## src/rtl/instruction_cache_if.sv

```systemverilog
// Bundle for the cache's CPU-side fetch port and ROM-side read port.
// master = controller/ROM side, slave = the cache itself.
interface instruction_cache_if #(
    parameter int ADDR_SIZE = 64
);
    logic                 cpu_enable;
    logic [ADDR_SIZE-1:0] cpu_addr;
    logic [31:0]          cpu_data;
    logic                 cpu_busy;
    logic                 mem_enable;
    logic [ADDR_SIZE-1:0] mem_addr;
    logic [31:0]          mem_data;
    logic                 mem_busy;
    logic                 invalidate;

    modport master (
        output cpu_enable, cpu_addr, invalidate, mem_data, mem_busy,
        input  cpu_data, cpu_busy, mem_enable, mem_addr
    );

    modport slave (
        input  cpu_enable, cpu_addr, invalidate, mem_data, mem_busy,
        output cpu_data, cpu_busy, mem_enable, mem_addr
    );
endinterface

```

## src/rtl/instruction_cache.sv

```systemverilog
// Direct-mapped read-only instruction cache in front of the ROM.
// Uses the ROM's own enable/busy/data protocol on both sides.
module instruction_cache #(
    parameter int ADDR_SIZE     = 64,
    parameter int L2_LINE_WORDS = 2,
    parameter int L2_LINES      = 4
) (
    input logic                clock,
    input logic                reset,
    instruction_cache_if.slave bus
);
    localparam int WORDS  = 1 << L2_LINE_WORDS;
    localparam int LINES  = 1 << L2_LINES;
    localparam int IDX_LO = L2_LINE_WORDS + 2;
    localparam int TAG_LO = IDX_LO + L2_LINES;
    localparam int TAG_W  = ADDR_SIZE - TAG_LO;

    localparam logic [L2_LINE_WORDS-1:0] LAST = '1;

    localparam logic [2:0] IDLE   = 3'd0;
    localparam logic [2:0] LOOKUP = 3'd1;
    localparam logic [2:0] FILL   = 3'd2;
    localparam logic [2:0] GAP    = 3'd3;
    localparam logic [2:0] DONE   = 3'd4;

    logic [2:0]               state_q, state_d;
    logic [ADDR_SIZE-1:0]     addr_q, addr_d;
    logic [L2_LINE_WORDS-1:0] word_cnt_q, word_cnt_d;
    logic                     pending_inv_q, pending_inv_d;
    logic                     seen_busy_q, seen_busy_d;
    logic                     cpu_busy_q, cpu_busy_d;
    logic [31:0]              cpu_data_q, cpu_data_d;
    logic                     mem_enable_q, mem_enable_d;
    logic [ADDR_SIZE-1:0]     mem_addr_q, mem_addr_d;
    logic [LINES-1:0]         valid_q, valid_d;
    logic [TAG_W-1:0]         tag_q [LINES];
    logic [TAG_W-1:0]         tag_d [LINES];
    logic [31:0]              data_q [LINES][WORDS];
    logic [31:0]              data_d [LINES][WORDS];

    logic [L2_LINE_WORDS-1:0] off;
    logic [L2_LINES-1:0]      idx;
    logic [TAG_W-1:0]         tag;
    logic                     hit;

    assign off = addr_q[IDX_LO-1:2];
    assign idx = addr_q[TAG_LO-1:IDX_LO];
    assign tag = addr_q[ADDR_SIZE-1:TAG_LO];
    assign hit = valid_q[idx] && (tag_q[idx] == tag);

    always_comb begin
        state_d       = state_q;
        addr_d        = addr_q;
        word_cnt_d    = word_cnt_q;
        pending_inv_d = pending_inv_q;
        seen_busy_d   = seen_busy_q;
        cpu_data_d    = cpu_data_q;
        valid_d       = valid_q;
        tag_d         = tag_q;
        data_d        = data_q;

        unique case (state_q)
            IDLE: begin
                if (pending_inv_q || bus.invalidate) begin
                    valid_d       = '0;
                    pending_inv_d = 1'b0;
                end else if (bus.cpu_enable) begin
                    addr_d  = bus.cpu_addr;
                    state_d = LOOKUP;
                end
            end
            LOOKUP: begin
                if (hit) begin
                    cpu_data_d = data_q[idx][off];
                    state_d    = DONE;
                end else begin
                    word_cnt_d  = '0;
                    seen_busy_d = 1'b0;
                    state_d     = FILL;
                end
            end
            FILL: begin
                // A ROM word is done on the busy 1 -> 0 transition
                if (bus.mem_busy) begin
                    seen_busy_d = 1'b1;
                end else if (seen_busy_q) begin
                    seen_busy_d = 1'b0;
                    data_d[idx][word_cnt_q] = bus.mem_data;
                    if (word_cnt_q == LAST) begin
                        tag_d[idx]   = tag;
                        valid_d[idx] = 1'b1;
                        state_d      = LOOKUP;
                    end else begin
                        word_cnt_d = word_cnt_q + 1'b1;
                        state_d    = GAP;
                    end
                end
            end
            GAP:     state_d = FILL;
            DONE:    state_d = IDLE;
            default: state_d = IDLE;
        endcase

        if (state_q != IDLE && bus.invalidate) begin
            pending_inv_d = 1'b1;
        end
    end

    // Outputs are registered from the next state
    always_comb begin
        cpu_busy_d   = (state_d == LOOKUP) || (state_d == FILL) ||
                       (state_d == GAP);
        mem_enable_d = (state_d == FILL);
        mem_addr_d   = mem_addr_q;
        if (state_d == FILL) begin
            mem_addr_d = {tag, idx, word_cnt_d, 2'b00};
        end
    end

    always_ff @(posedge clock) begin
        if (reset) begin
            state_q       <= IDLE;
            addr_q        <= '0;
            word_cnt_q    <= '0;
            pending_inv_q <= 1'b0;
            seen_busy_q   <= 1'b0;
            cpu_busy_q    <= 1'b0;
            cpu_data_q    <= '0;
            mem_enable_q  <= 1'b0;
            mem_addr_q    <= '0;
            valid_q       <= '0;
            for (int i = 0; i < LINES; i++) begin
                tag_q[i] <= '0;
            end
        end else begin
            state_q       <= state_d;
            addr_q        <= addr_d;
            word_cnt_q    <= word_cnt_d;
            pending_inv_q <= pending_inv_d;
            seen_busy_q   <= seen_busy_d;
            cpu_busy_q    <= cpu_busy_d;
            cpu_data_q    <= cpu_data_d;
            mem_enable_q  <= mem_enable_d;
            mem_addr_q    <= mem_addr_d;
            valid_q       <= valid_d;
            tag_q         <= tag_d;
        end
    end

    always_ff @(posedge clock) begin
        data_q <= data_d;
    end

    assign bus.cpu_busy   = cpu_busy_q;
    assign bus.cpu_data   = cpu_data_q;
    assign bus.mem_enable = mem_enable_q;
    assign bus.mem_addr   = mem_addr_q;
endmodule
```

## src/flat_wrapper.sv

```systemverilog
// flat-port wrapper written by rule: the top's interface ports become plain ports
module instruction_cache_flat 
#(
    parameter int ADDR_SIZE     = 64,
    parameter int L2_LINE_WORDS = 2,
    parameter int L2_LINES      = 4
)
  (clock, reset, bus_cpu_enable, bus_cpu_addr, bus_invalidate, bus_mem_data, bus_mem_busy, bus_cpu_data, bus_cpu_busy, bus_mem_enable, bus_mem_addr);
  instruction_cache_if #(.ADDR_SIZE(ADDR_SIZE)) bus_i ();
  input logic clock;
  input logic reset;
  input wire logic [$bits(bus_i.cpu_enable)-1:0] bus_cpu_enable;
  input wire logic [$bits(bus_i.cpu_addr)-1:0] bus_cpu_addr;
  input wire logic [$bits(bus_i.invalidate)-1:0] bus_invalidate;
  input wire logic [$bits(bus_i.mem_data)-1:0] bus_mem_data;
  input wire logic [$bits(bus_i.mem_busy)-1:0] bus_mem_busy;
  output wire logic [$bits(bus_i.cpu_data)-1:0] bus_cpu_data;
  output wire logic [$bits(bus_i.cpu_busy)-1:0] bus_cpu_busy;
  output wire logic [$bits(bus_i.mem_enable)-1:0] bus_mem_enable;
  output wire logic [$bits(bus_i.mem_addr)-1:0] bus_mem_addr;
  assign bus_i.cpu_enable = bus_cpu_enable;
  assign bus_i.cpu_addr = bus_cpu_addr;
  assign bus_i.invalidate = bus_invalidate;
  assign bus_i.mem_data = bus_mem_data;
  assign bus_i.mem_busy = bus_mem_busy;
  assign bus_cpu_data = bus_i.cpu_data;
  assign bus_cpu_busy = bus_i.cpu_busy;
  assign bus_mem_enable = bus_i.mem_enable;
  assign bus_mem_addr = bus_i.mem_addr;
  instruction_cache #(.ADDR_SIZE(ADDR_SIZE), .L2_LINE_WORDS(L2_LINE_WORDS), .L2_LINES(L2_LINES)) u_core (.clock(clock), .reset(reset), .bus(bus_i));
endmodule
```

## config.mk

```make
export PLATFORM = sky130hd
export DESIGN_NAME = instruction_cache_flat
export DESIGN_NICKNAME = d
export VERILOG_FILES = /design/src/rtl/instruction_cache_if.sv /design/src/rtl/instruction_cache.sv /design/src/flat_wrapper.sv
export SDC_FILE = /design/constraint.sdc
export NUM_CORES = 2
export LEC_CHECK = 0
export ABC_AREA = 1
export CORE_ASPECT_RATIO = 0.9
export CORE_MARGIN = 1.5
export CORE_UTILIZATION = 40
export CTS_CLUSTER_DIAMETER = 60
export DETAILED_ROUTE_END_ITERATION = 10
export GPL_ROUTABILITY_DRIVEN = 0
export PLACE_DENSITY = 0.51
export REMOVE_ABC_BUFFERS = 1
export SKIP_CTS_REPAIR_TIMING = 1
export SLEW_MARGIN = 30
export SYNTH_ARGS = -nofsm -noshare
export SYNTH_HDL_FRONTEND = slang
export SYNTH_SLANG_ARGS = --single-unit
```

## constraint.sdc

```tcl
create_clock -name clock -period 5.3 [get_ports clock]
set_input_delay 1.325 -clock clock [delete_from_list [all_inputs] [get_ports clock]]
set_output_delay 1.325 -clock clock [all_outputs]
set_load 0.1 [all_outputs]
```

==> impl_metrics.toml <==
[clocking]
cts_tree = "yes"
clock_latency_ns = 0.90
clockBufferDepth = 4
clk_pin_slew_worst_paths_ns = 0.06
cts_buffers = 335
ctsHtreeMaxLevel = 5
clockRootBuffer = "clkbuf_16"
cts.sinks = 3125

[sta]
setup_violations = 0
hold_viol = 0
min_period_ns = 4.898
clock_skew_ns = 0.05053
slew_headroom_pct = 31.43
worst_pin_slew_ns = 1.015
period_share_pct = 92.41
max_freq_mhz = 204.2
setup_ws_ns = 0.4020
drv_slew = 0
tns_ns = 0
rsz0062_at_grt = "false"

[synth]
ys_ff_latch = 3125
synth_cell_types = 33
syn_inst = 11536
synth-edff-count = 2048
syn_avg_cell_area_um2 = 10.58
synth_area_um2 = 122100
ys_warn_count = 0
synthFlopType = "edfxtp_1"
async_reset_ff_share_pct = 0
synth_seq_area_share_pct = 68.04

[worst_setup_path]
worst_ep_arrival_time_ns = 5.64
crit_required_ns = 6.04
path_depth = 23
cp_common_cell = "nand2_1"
crit_fanout = 49
r2r_end = "u_core.bus.mem_addr[28]$_SDFFE_PP0P_"
cp_cell_sequence = "inv_6 -> nand2_1 -> inv_8 -> nand2_1 -> nand3_1 -> nand2_1 -> nand2_1 -> nor2_1 -> nand2_1 -> nand2_1 -> nor2_1 -> nand2_1 -> nor2_1 -> nand2_1 -> nor2_1 -> buf_4 -> nand2_1 -> nand2_1 -> nand2_4 -> buf_12 -> buf_4 -> a21oi_1 -> nor2_1"
worstSetupPathType = "reg2reg"
reg2reg_depth = 23
setup.worst_path.end_class = "flip-flop"
worstSetupStartpointType = "flip-flop"
max_stage_delay_ns = 0.53
crit_end = "u_core.bus.mem_addr[28]$_SDFFE_PP0P_"
r2r-start = "u_core.addr_q[5]$_SDFFE_PP0P_"
path_buf_inv = 5
startpoint = "u_core.addr_q[5]$_SDFFE_PP0P_"
cp_top_family = "simple AND/OR/NAND/NOR gates"
setup.reg_to_reg.worst_slack_ns = 0.40
cpMaxStageDelayCell = "inv_8"

[die]
std_cell_rows = 192
die_h_um = 527.1
dieWidth_um = 585.3
start_util_pct = 40.17
ios = 199
dieArea_um2 = 308500
core_um2 = 303900

[placed_design]
port_buffers = 194
dp_slack_ns = 0.4010
dp_hpwl_um = 208100

[routing]
first_iter_violations = 9084
viasPerCell = 5.686
wire_per_inst_um = 25.19
vias = 89771
drc = 0
drtPass1Iterations = 9
drt-total-wl_um = 397700
ant_nets = 0

[global_route]
grt-ovfl-total = 0
grt.total_usage_pct = 25.16
grt_pass1_vias = 86314
grt_pass1_wl_um = 582600
antenna_found_initial = 8
grt_max_degree = 150

[job]
maxCapViolCount = 0

[finish]
drive_above_1_share_pct = 8.128
layout_common_cells = "nand2_1 (2933), edfxtp_1 (2048), a21oi_1 (1169)"
fin_nets = 11545
area_delta_synth_final_pct = 15.29
mostFrequentLayoutCell = "nand2_1"

[power]
finalPower_mw = 53.77
ir_drop_mv = 0.2346
power.leakage_nw = 48.98
power_density_nw_per_um2 = 382.0

[hold_path]
hp-class = "reg2reg"

[run_status]
outcome = "finished clean"
layer usage:
metal | track usage, % | vias up | wire [um]
met3 | 2.874 | 609 | 25300
met1 | 34.88 | 44717 | 173600
li1 | - | 41110 | -
met4 | 6.855 | 0 | 10620
met2 | 41.71 | 3335 | 188200
met5 | 0 | - | 0
flip-flops by register name, summed over array words and instances, names as in the netlist:
| signal | cells |
|---|---|
| u_core.valid_q | 16 |
| u_core.bus.mem_enable | 1 |
| u_core.pending_inv_q | 1 |
| u_core.seen_busy_q | 1 |
| u_core.bus.mem_addr | 62 |
| u_core.state_q | 3 |
| u_core.bus.cpu_busy | 1 |
| u_core.data_q | 2048 |
| u_core.addr_q | 62 |
| u_core.word_cnt_q | 2 |
| u_core.bus.cpu_data | 32 |
| u_core.tag_q | 896 |
cell usage after synthesis, types with 4 or more instances:
cell         n  share of area [%]
a21oi_1   1169                4.8
a221oi_1    31               0.22
a22oi_1    487                3.0
a31oi_1    375                1.9
buf_1       87               0.27
buf_2      121               0.50
buf_4        7              0.043
buf_6        4              0.037
clkbuf_1   727                2.2
clkinv_1    58               0.18
dfxtp_1   1077                 18
edfxtp_1  2048                 50
inv_1       91               0.28
inv_2        6              0.018
nand2_1   2936                9.0
nand3_1    807                3.3
nand4_1     11              0.056
nor2_1     265               0.81
nor3_1      60               0.25
nor3b_1      4              0.025
nor4_1      13              0.067
o211ai_1    12              0.074
o21ai_0   1029                4.2
o21ai_1     38               0.16
o31ai_1      5              0.031
o41ai_1     46               0.33
or2_2       11              0.056
or3_1        4              0.020
how the worst min path moves through the flow:
stage / cells past startpoint / startpoint / to / slack [ns]
after floorplan: 2 / u_core.valid_q[8]$_SDFFE_PP0P_ / u_core.valid_q[8]$_SDFFE_PP0P_ / 0.43
after global placement: 2 / u_core.bus.cpu_data[25]$_SDFFE_PP0P_ / u_core.bus.cpu_data[25]$_SDFFE_PP0P_ / 0.43
after detailed placement: 2 / u_core.bus.cpu_data[16]$_SDFFE_PP0P_ / u_core.bus.cpu_data[16]$_SDFFE_PP0P_ / 0.44
after CTS: 2 / u_core.bus.cpu_data[16]$_SDFFE_PP0P_ / u_core.bus.cpu_data[16]$_SDFFE_PP0P_ / 0.45
after global routing: 2 / u_core.bus.cpu_data[25]$_SDFFE_PP0P_ / u_core.bus.cpu_data[25]$_SDFFE_PP0P_ / 0.45
final: 2 / u_core.bus.cpu_data[16]$_SDFFE_PP0P_ / u_core.bus.cpu_data[16]$_SDFFE_PP0P_ / 0.45
stage by stage:
stage          std cells  hold slack (ns)  cell area, um^2  util [%]
3_5_place_dp       15181           0.4377           129700     42.69
5_1_grt            15788           0.4540           140700     46.31
4_1_cts            15786           0.4472           140700     46.30
2_1_floorplan      10591           0.4264           118300         -
3_3_place_gp       15178           0.4320           129600     42.65
6_report           15789           0.4450           140700     46.32
cells by family (layout without fill, tap and decap cells):
family          after synthesis  after routing  synth area share [%]
buf+inv                    1101           1276                 3.555
other cells                   1              5              0.003072
compound gates             3196           3196                 14.77
flops                      3125           3125                 68.04
simple gates               4113           4113                 13.64
worst reg2reg max path: cells and delay by family (launching register included):
| family | cells | cell delay [ns] |
|---|---|---|
| buffers and inverters | 5 | 1.71 |
| AOI/OAI and AO/OA | 1 | 0.13 |
| DFF | 1 | 0.39 |
| and+or+nand+nor | 17 | 2.56 |
final cells by class:
type	count	area, um^2
Sequential cell	3125	83070
Multi-Input combinational cell	7311	35300
Fill cell	27586	163100
Inverter	155	629.4
Timing Repair Buffer	516	5660
Clock buffer	447	9346
Tap cell	4074	5097
Antenna cell	3	7.507
Clock inverter	158	1630
where the power goes:
group / switching, mW / internal [mW] / total [mW]
logic: 3.15 / 0.923 / 4.07
clock network: 9.72 / 13.9 / 23.6
registers: 0.0764 / 26.0 / 26.1
total: 13.0 / 40.8 / 53.8
Power figures use the tool's default switching activity.
